$ cat config.mk
export PLATFORM = sky130hd
export DESIGN_NAME = baud_gen
export DESIGN_NICKNAME = d
export VERILOG_FILES = /design/src/rtl/baud_gen_pkg.sv /design/src/rtl/baud_prescaler.sv /design/src/rtl/baud_gen.sv
export SDC_FILE = /design/constraint.sdc
export NUM_CORES = 1
export LEC_CHECK = 0
export BUFFER_PORTS_ARGS = -buffer_cell sky130_fd_sc_hd__clkbuf_2
export CAP_MARGIN = 25
export CORE_MARGIN = 4
export CORE_UTILIZATION = 60
export CTS_CLUSTER_DIAMETER = 120
export CTS_CLUSTER_SIZE = 28
export DETAILED_ROUTE_END_ITERATION = 8
export PLACE_DENSITY = 0.82
export SETUP_SLACK_MARGIN = 0.1
export SYNTH_ARGS = -nofsm -noshare
export SYNTH_HDL_FRONTEND = slang
export SYNTH_HIERARCHICAL = 1
export SYNTH_SLANG_ARGS = --single-unit
$ cat constraint.sdc
create_clock -name clk -period 5.35 [get_ports clk]
set_input_delay 0.2675 -clock clk [delete_from_list [all_inputs] [get_ports clk]]
set_output_delay 0.2675 -clock clk [all_outputs]
set_load 0.005 [all_outputs]
$ cat src/rtl/baud_gen_pkg.sv
// Shared constants, edge-priority decode and elaboration helpers for baud_gen.
package baud_gen_pkg;

  localparam int          DEFAULT_WIDTH      = 16;
  localparam int          DEFAULT_OVERSAMPLE = 16;
  localparam int unsigned DEFAULT_DIV        = 32'h0000_0067;

  // Divisors for a 12 MHz system clock at OVERSAMPLE = 16
  localparam int unsigned BAUD_DIV_12M_115200 = 6;
  localparam int unsigned BAUD_DIV_12M_9600   = 77;

  typedef enum logic [2:0] {
    ACT_RESET,
    ACT_RESYNC,
    ACT_LOAD,
    ACT_IDLE,
    ACT_COUNT
  } edge_act_e;

  function automatic int clog2(input int unsigned v);
    int r;
    r = 0;
    for (int unsigned i = 0; i < 32; i++) begin
      if ((64'd1 << i) < 64'(v)) r = int'(i) + 1;
    end
    return r;
  endfunction

  function automatic logic is_pow2(input int unsigned v);
    return (v != 0) && ((v & (v - 1)) == 0);
  endfunction

  function automatic edge_act_e edge_action(input logic rst_n, input logic resync,
                                            input logic div_load, input logic enable);
    if (!rst_n)        return ACT_RESET;
    else if (resync)   return ACT_RESYNC;
    else if (div_load) return ACT_LOAD;
    else if (!enable)  return ACT_IDLE;
    else               return ACT_COUNT;
  endfunction

endpackage

$ cat src/rtl/baud_prescaler.sv
// Loadable divisor register and prescaler producing the oversample tick.
module baud_prescaler #(
  parameter int          WIDTH       = 16,
  parameter int unsigned DEFAULT_DIV = 32'h67
) (
  input  logic             clk,
  input  logic             rst_n,
  input  logic             enable,
  input  logic [WIDTH-1:0] div_in,
  input  logic             div_load,
  input  logic             resync,
  output logic             tick,
  output logic             os_pulse
);
  import baud_gen_pkg::*;

  logic [WIDTH-1:0] div_q;
  logic [WIDTH-1:0] cnt_q;
  edge_act_e        act;

  // tick marks an edge on which the prescaler wraps; the top uses it to step the phase
  always_comb begin
    act  = edge_action(rst_n, resync, div_load, enable);
    tick = (act == ACT_COUNT) && (cnt_q == div_q);
  end

  always_ff @(posedge clk) begin
    case (act)
      ACT_RESET: begin
        div_q    <= WIDTH'(DEFAULT_DIV);
        cnt_q    <= '0;
        os_pulse <= 1'b0;
      end
      ACT_RESYNC: begin
        if (div_load) div_q <= div_in;
        cnt_q    <= '0;
        os_pulse <= 1'b0;
      end
      ACT_LOAD: begin
        div_q    <= div_in;
        cnt_q    <= '0;
        os_pulse <= 1'b0;
      end
      ACT_COUNT: begin
        if (tick) begin
          cnt_q    <= '0;
          os_pulse <= 1'b1;
        end else begin
          cnt_q    <= cnt_q + WIDTH'(1);
          os_pulse <= 1'b0;
        end
      end
      default: begin
        cnt_q    <= '0;
        os_pulse <= 1'b0;
      end
    endcase
  end

endmodule

$ cat src/rtl/baud_gen.sv
// Programmable baud generator: prescaler tick divided by OVERSAMPLE into new_clk.
module baud_gen #(
  parameter int          WIDTH       = baud_gen_pkg::DEFAULT_WIDTH,
  parameter int          OVERSAMPLE  = baud_gen_pkg::DEFAULT_OVERSAMPLE,
  parameter int unsigned DEFAULT_DIV = baud_gen_pkg::DEFAULT_DIV
) (
  input  logic             clk,
  input  logic             rst_n,
  input  logic             enable,
  input  logic [WIDTH-1:0] div_in,
  input  logic             div_load,
  input  logic             resync,
  output logic             os_pulse,
  output logic             new_clk,
  output logic             clk_pulse
);
  import baud_gen_pkg::*;

  localparam int            PW   = clog2(OVERSAMPLE);
  localparam logic [PW-1:0] HALF = PW'(OVERSAMPLE / 2);

  generate
    if (!is_pow2(OVERSAMPLE) || OVERSAMPLE < 2) begin : g_bad_oversample
      $error("baud_gen: OVERSAMPLE must be a power of two and at least 2");
    end
  endgenerate

  logic          tick;
  logic [PW-1:0] ph_q;
  logic [PW-1:0] ph_next;
  edge_act_e     act;

  baud_prescaler #(
    .WIDTH       (WIDTH),
    .DEFAULT_DIV (DEFAULT_DIV)
  ) u_prescaler (
    .clk      (clk),
    .rst_n    (rst_n),
    .enable   (enable),
    .div_in   (div_in),
    .div_load (div_load),
    .resync   (resync),
    .tick     (tick),
    .os_pulse (os_pulse)
  );

  // ph wraps naturally at OVERSAMPLE because its width is exactly log2(OVERSAMPLE)
  always_comb begin
    act     = edge_action(rst_n, resync, div_load, enable);
    ph_next = ph_q + PW'(1);
  end

  always_ff @(posedge clk) begin
    case (act)
      ACT_RESET, ACT_RESYNC, ACT_IDLE: begin
        ph_q      <= '0;
        new_clk   <= 1'b0;
        clk_pulse <= 1'b0;
      end
      ACT_LOAD: begin
        clk_pulse <= 1'b0;
      end
      ACT_COUNT: begin
        if (tick) begin
          ph_q      <= ph_next;
          new_clk   <= (ph_next >= HALF);
          clk_pulse <= (ph_next == HALF);
        end else begin
          clk_pulse <= 1'b0;
        end
      end
      default: begin
        ph_q      <= '0;
        new_clk   <= 1'b0;
        clk_pulse <= 1'b0;
      end
    endcase
  end

endmodule

==> results of run 1 <==
layout by cell type, fill, tap and decap left out:
cell type | synthesis | layout
clkinv_1 | 0 | 2
nor3_1 | 18 | 18
nor4_4 | 1 | 1
inv_1 | 2 | 2
nand3_1 | 8 | 8
xnor2_1 | 29 | 29
o21ai_0 | 1 | 1
clkbuf_1 | 3 | 1
nor3_2 | 2 | 2
nand2_1 | 6 | 6
dfxtp_1 | 18 | 18
ha_1 | 2 | 2
nor3b_1 | 1 | 1
xor2_1 | 4 | 4
clkbuf_4 | 0 | 5
nor2b_4 | 1 | 1
nor2_1 | 9 | 9
nor2b_1 | 4 | 4
nor4_1 | 4 | 4
clkbuf_2 | 2 | 23
nand4_1 | 6 | 6
and2_1 | 11 | 11
edfxtp_1 | 21 | 21
nand4_2 | 1 | 1
nand3b_4 | 1 | 1
nand2b_1 | 6 | 6
final cells by class:
class,count,area [sq um]
flip-flops and latches,39,991.0
fillers,217,833.3
multi-input cells,115,794.5
repair buffers,23,115.1
clock buffers,6,41.29
well taps,31,38.79
clock inverters,2,7.507
inverters,2,7.507
metal layers:
| metal | vias up | global-route usage, % | wire length (um) |
|---|---|---|---|
| li1 | 610 | - | - |
| met1 | 556 | 21.42 | 1457 |
| met2 | 26 | 28.29 | 1485 |
| met3 | 4 | 4.796 | 135 |
| met4 | 0 | 5.660 | 31 |
| met5 | - | 0 | 0 |
critical path: stages (launching register included):
cell and delay, ns:
dfxtp_1 0.48, xnor2_1 0.15, nand4_1 0.15, nor4_4 0.87
nor2b_1 0.29, nor2b_1 0.07, o21ai_0 0.54
where the power goes:
part / internal, mW / total, mW / switching (mW)
clock network: 0.0487 / 0.138 / 0.0888
logic: 0.0194 / 0.0366 / 0.0173
registers: 0.330 / 0.338 / 0.00779
registers in the layout, summed over array words and instances, names as in the netlist:
register / cells
ph_q: 4
u_prescaler/div_q: 16
clk_pulse: 1
u_prescaler/os_pulse: 1
new_clk: 1
u_prescaler/cnt_q: 16
cells by family after synthesis:
| logic type | count (synthesis) | share of synthesized area (%) |
|---|---|---|
| simple gates | 79 | 25.89 |
| flops | 39 | 53.95 |
| xor+xnor | 33 | 15.74 |
| buf+inv | 9 | 2.793 |
| fa+ha+maj | 2 | 1.362 |
| compound gates | 1 | 0.2722 |
how the worst min path moves through the flow:
stage	start	to	slack (ns)	depth (start not counted)
3_3_place_gp	u_prescaler/cnt_q[0]	u_prescaler/cnt_q[0]	0.50	1
2_1_floorplan	enable	clk_pulse	0.44	2
4_1_cts	div_in[1]	u_prescaler/div_q[1]	0.17	2
3_5_place_dp	u_prescaler/cnt_q[0]	u_prescaler/cnt_q[0]	0.51	1
5_1_grt	div_in[5]	u_prescaler/div_q[5]	0.17	2
6_report	div_in[1]	u_prescaler/div_q[1]	0.19	2
==> flow_metrics.tcl, run 1 <==
set metrics [dict create \
    r2r_cells 6 \
    cts_tree "yes" \
    wl_per_cell_um 14.27 \
    path_class "reg2reg" \
    clock_skew_ns 0.01059 \
    io_buffers 23 \
    syn_area_sq_um 1837 \
    fmax_mhz 341.3 \
    utilization_pct 70.54 \
    ant_nets 0 \
    synthArstFlopShare_pct 0 \
    critical_path.startpoint "u_prescaler/cnt_q[3]" \
    cts_hold_buf 0 \
    synth_warnings 6 \
    setup_violations 0 \
    period_needed_ns 2.930 \
    stdcell_area_sq_um 1996 \
    dp.cells 210 \
    run_status "complete, no violations" \
    postSynthCellCount 163 \
    min_path_type "in2reg" \
    synth.distinct_cells 25 \
    rows 19 \
    nets 209 \
    n_antenna_cell 0 \
    path_clk_slew_ns 0.11 \
    rsz0062_at_grt "no" \
    ys_seq_area_share_pct 53.95 \
    dieArea_sq_um 4011 \
    p_per_area_nw_per_um2 256.6 \
    antenna_found_initial 0 \
    pre_cts_ws_ns 2.470 \
    drv_cap 0 \
    start_kind "flip-flop" \
    r2r_start "u_prescaler/cnt_q[3]" \
    syn_nets 186 \
    vias 1196 \
    cts_buffers 5 \
    crit_end "ph_q[3]" \
    cts_resized 0 \
    grt_pass1_wl_um 5402 \
    grtUsageTotal_pct 17.08 \
    cts_sinks 39 \
    htreeDepth 2 \
    layout.cells.non_filler 218 \
    area_delta_synth_final_pct 8.651 \
    postRouteWirelength_um 3111 \
    fin_ws_ns 2.420 \
    dominantRegCellSynth "edfxtp_1" \
    crit_arrival_ns 2.90 \
    end_kind "flip-flop" \
    irDropWorstVdd_uv 185.6 \
    die_h_um 63.33 \
    hold_slack_ns 0.1871 \
    max_slew_margin_pct 36.46 \
    slew_viol_final 0 \
    avgSynthCellArea_sq_um 11.27 \
    synthTopCellsByArea "edfxtp_1, dfxtp_1, xnor2_1, nor3_1, and2_1" \
    rrSetupSlack_ns 2.42 \
    layout-drive-gt1-share_pct 18.18 \
    synth-edff-count 21 \
    first_pass_iters 4 \
    dpl.hpwl_um 2294 \
    post-route-drc-count 0 \
    avgViaCountPerCell 5.486 \
    finalCritPeriodShare_pct 54.76 \
    grt-ovfl-total 0 \
    yosys.area.top_type "edfxtp_1" \
    cts_buffer_depth 2 \
    grt_pass1_vias 1219 \
    p_total_mw 0.5122 \
    drt_iter0_drc 48 \
    start_util_pct 64.93 \
    crit_fanout 18 \
    die_w_um 63.33 \
    clk_latency_ns 0.34 \
    synth_most_common_cell "xnor2_1" \
    hold_violations 0 \
    placed_area_sq_um 1947 \
    reg2reg_to "ph_q[3]" \
    grt_max_degree 19 \
    synth_top_cell_area_share_pct 34.33 \
    power.leakage_nw 0.6767 \
    fin_setup_tns_ns 0 \
    root_buffer "clkbuf_4" \
    cp.required_ns 5.32 \
    synth_commonest_cells "xnor2_1, edfxtp_1, dfxtp_1, nor3_1, and2_1" \
    synth.ff_latch_count 39 \
    ios 24 \
    core_sq_um 2829 \
    place.gp.congestion 0.7908 \
    worst_pin_slew_ns 0.9460 \
    post_cts_buffers 0 \
]
(Power assumes the default switching activity.)
==> inputs of run 2 (changes only) <==
- CORE_UTILIZATION: 60 -> 56
- PLACE_DENSITY: 0.82 -> 0.78
- clock period: 5.35 -> 2.81 ns (I/O delays scaled with it)
==> run 2 against run 1 <==
- clock power up 90%
- total power up 90%
- flip-flop and latch count unchanged
- fmax up 27%
- sequential share of layout area down 0.77 points
- via count about the same
- clock-buffer cell count unchanged
- critical path depth unchanged
- global-route usage down 0.11 points
- wire length up 0.16%
- sequential power up 90%
- non-clock buffer count up 2
- critical endpoint is now new_clk
- largest cell class unchanged
- largest power group unchanged
==> flow_metrics.tcl, run 2 (same netlist as run 1, synthesis figures left out) <==
set metrics [dict create \
    run_status "complete, no violations" \
    critical_path.startpoint "u_prescaler/div_q[2]" \
    path_class "reg2reg" \
    fin_ws_ns 0.5085 \
    rows 20 \
    r2r_cells 6 \
    first_pass_iters 4 \
    setup_violations 0 \
    grtUsageTotal_pct 16.97 \
    post-route-drc-count 0 \
    cts_resized 0 \
    most-common-layout-cells "xnor2_1, clkbuf_2, edfxtp_1, dfxtp_1, nor3_1" \
    clock_skew_ns 0.009842 \
    cts_buffers 5 \
    grt_pass1_wl_um 5375 \
    slew_viol_final 0 \
    period_needed_ns 2.302 \
    utilization_pct 65.32 \
    core_sq_um 3103 \
    rrSetupSlack_ns 0.51 \
    holdPathEnd "u_prescaler/div_q[6]" \
    layout.cells.non_filler 233 \
    postRouteWirelength_um 3116 \
    io_buffers 23 \
    layout-drive-gt1-share_pct 19.05 \
    final_common_cell "xnor2_1" \
    reg2reg_to "new_clk" \
    die_h_um 65.27 \
    worst_pin_slew_ns 0.7849 \
    antenna_found_initial 0 \
    cts_tree "yes" \
    r2r_start "u_prescaler/div_q[2]" \
    irDropWorstVdd_uv 313.3 \
    end_kind "flip-flop" \
    ios 24 \
    hp-start "div_in[6]" \
    place.gp.congestion 0.8553 \
    start_kind "flip-flop" \
    area_delta_synth_final_pct 10.35 \
    hold_violations 0 \
    crit_fanout 5 \
    path_clk_slew_ns 0.11 \
    drv_cap 0 \
    cp.required_ns 2.79 \
    cts_sinks 39 \
    grt_pass1_vias 1183 \
    grt-ovfl-total 0 \
    min_path_cells 2 \
    cts_hold_buf 0 \
    fin_setup_tns_ns 0 \
    min_path_type "in2reg" \
    rsz0062_at_grt "no" \
    die_w_um 65.27 \
    dieArea_sq_um 4260 \
    dpl.hpwl_um 2306 \
    p_per_area_nw_per_um2 480.6 \
    pre_cts_ws_ns 0.5148 \
    fmax_mhz 434.5 \
    dp.cells 225 \
    post_cts_buffers 0 \
    start_util_pct 59.19 \
    drt_iter0_drc 82 \
    reg.largest.list "u_prescaler/cnt_q (16), u_prescaler/div_q (16), ph_q (4)" \
    n_antenna_cell 0 \
    grt_max_degree 19 \
    ant_nets 0 \
    crit_arrival_ns 2.28 \
    root_buffer "clkbuf_4" \
    nets 211 \
    finalCritPeriodShare_pct 81.90 \
    htreeDepth 2 \
    avgViaCountPerCell 5.129 \
    cts_buffer_depth 2 \
    wl_per_cell_um 13.37 \
    vias 1195 \
    clk_latency_ns 0.34 \
    max_slew_margin_pct 47.57 \
    power.leakage_nw 0.6864 \
]
## run 2: changes by cell type in the layout (fill, tap and decap cells not counted), sizes merged
cell  delta
buf      +2
## run 2: power breakdown
part | total, mW | leakage (nW) | switching [mW] | internal [mW]
clock network | 0.262 | 0.0273 | 0.169 | 0.0927
registers | 0.643 | 0.367 | 0.0142 | 0.628
logic | 0.0695 | 0.292 | 0.0321 | 0.0374
total | 0.974 | 0.686 | 0.216 | 0.759
## run 2: critical path, cell delays in order, from the launching register on
cell and delay, ns:
edfxtp_1 0.42, xnor2_1 0.18, nand4_1 0.19, nor4_4 0.31
nor2b_1 0.22, nor2b_1 0.06, o21ai_0 0.55
## run 2: cell type report
| cell class | count | area, sq um |
|---|---|---|
| clock inverters | 2 | 7.507 |
| inverters | 2 | 7.507 |
| well taps | 44 | 55.05 |
| multi-input cells | 115 | 794.5 |
| repair buffers | 25 | 130.1 |
| flip-flops and latches | 39 | 991.0 |
| fillers | 270 | 1076 |
| clock buffers | 6 | 41.29 |
## run 2: how the worst max path moves through the flow
stage | endpoint | slack [ns]
final | new_clk | 0.51
after global routing | new_clk | 0.34
after CTS | new_clk | 0.49
after detailed placement | ph_q[3] | 0.51
after global placement | new_clk | 0.67
after floorplan | new_clk | 0.60
## run 2: layer usage
layer  GRT usage [%]  share of wire [%]  vias to the layer above
li1                -                  -                      617
met1           21.33                 47                      545
met2           26.93                 46                       24
met3           4.615                4.8                        9
met4           8.290                1.9                        0
met5               0                  0                        -
## run 2: metrics by stage
step                instance area (sq um)  total power, mW  hold WS [ns]
finish                               2027           0.9742       0.05275
global route                         2027            1.021       0.03645
CTS                                  2027           0.9859       0.03813
detailed placement                   1978           0.7261        0.4029
global placement                     1978           0.7219        0.3995
floorplan                            1837           0.6991        0.3113
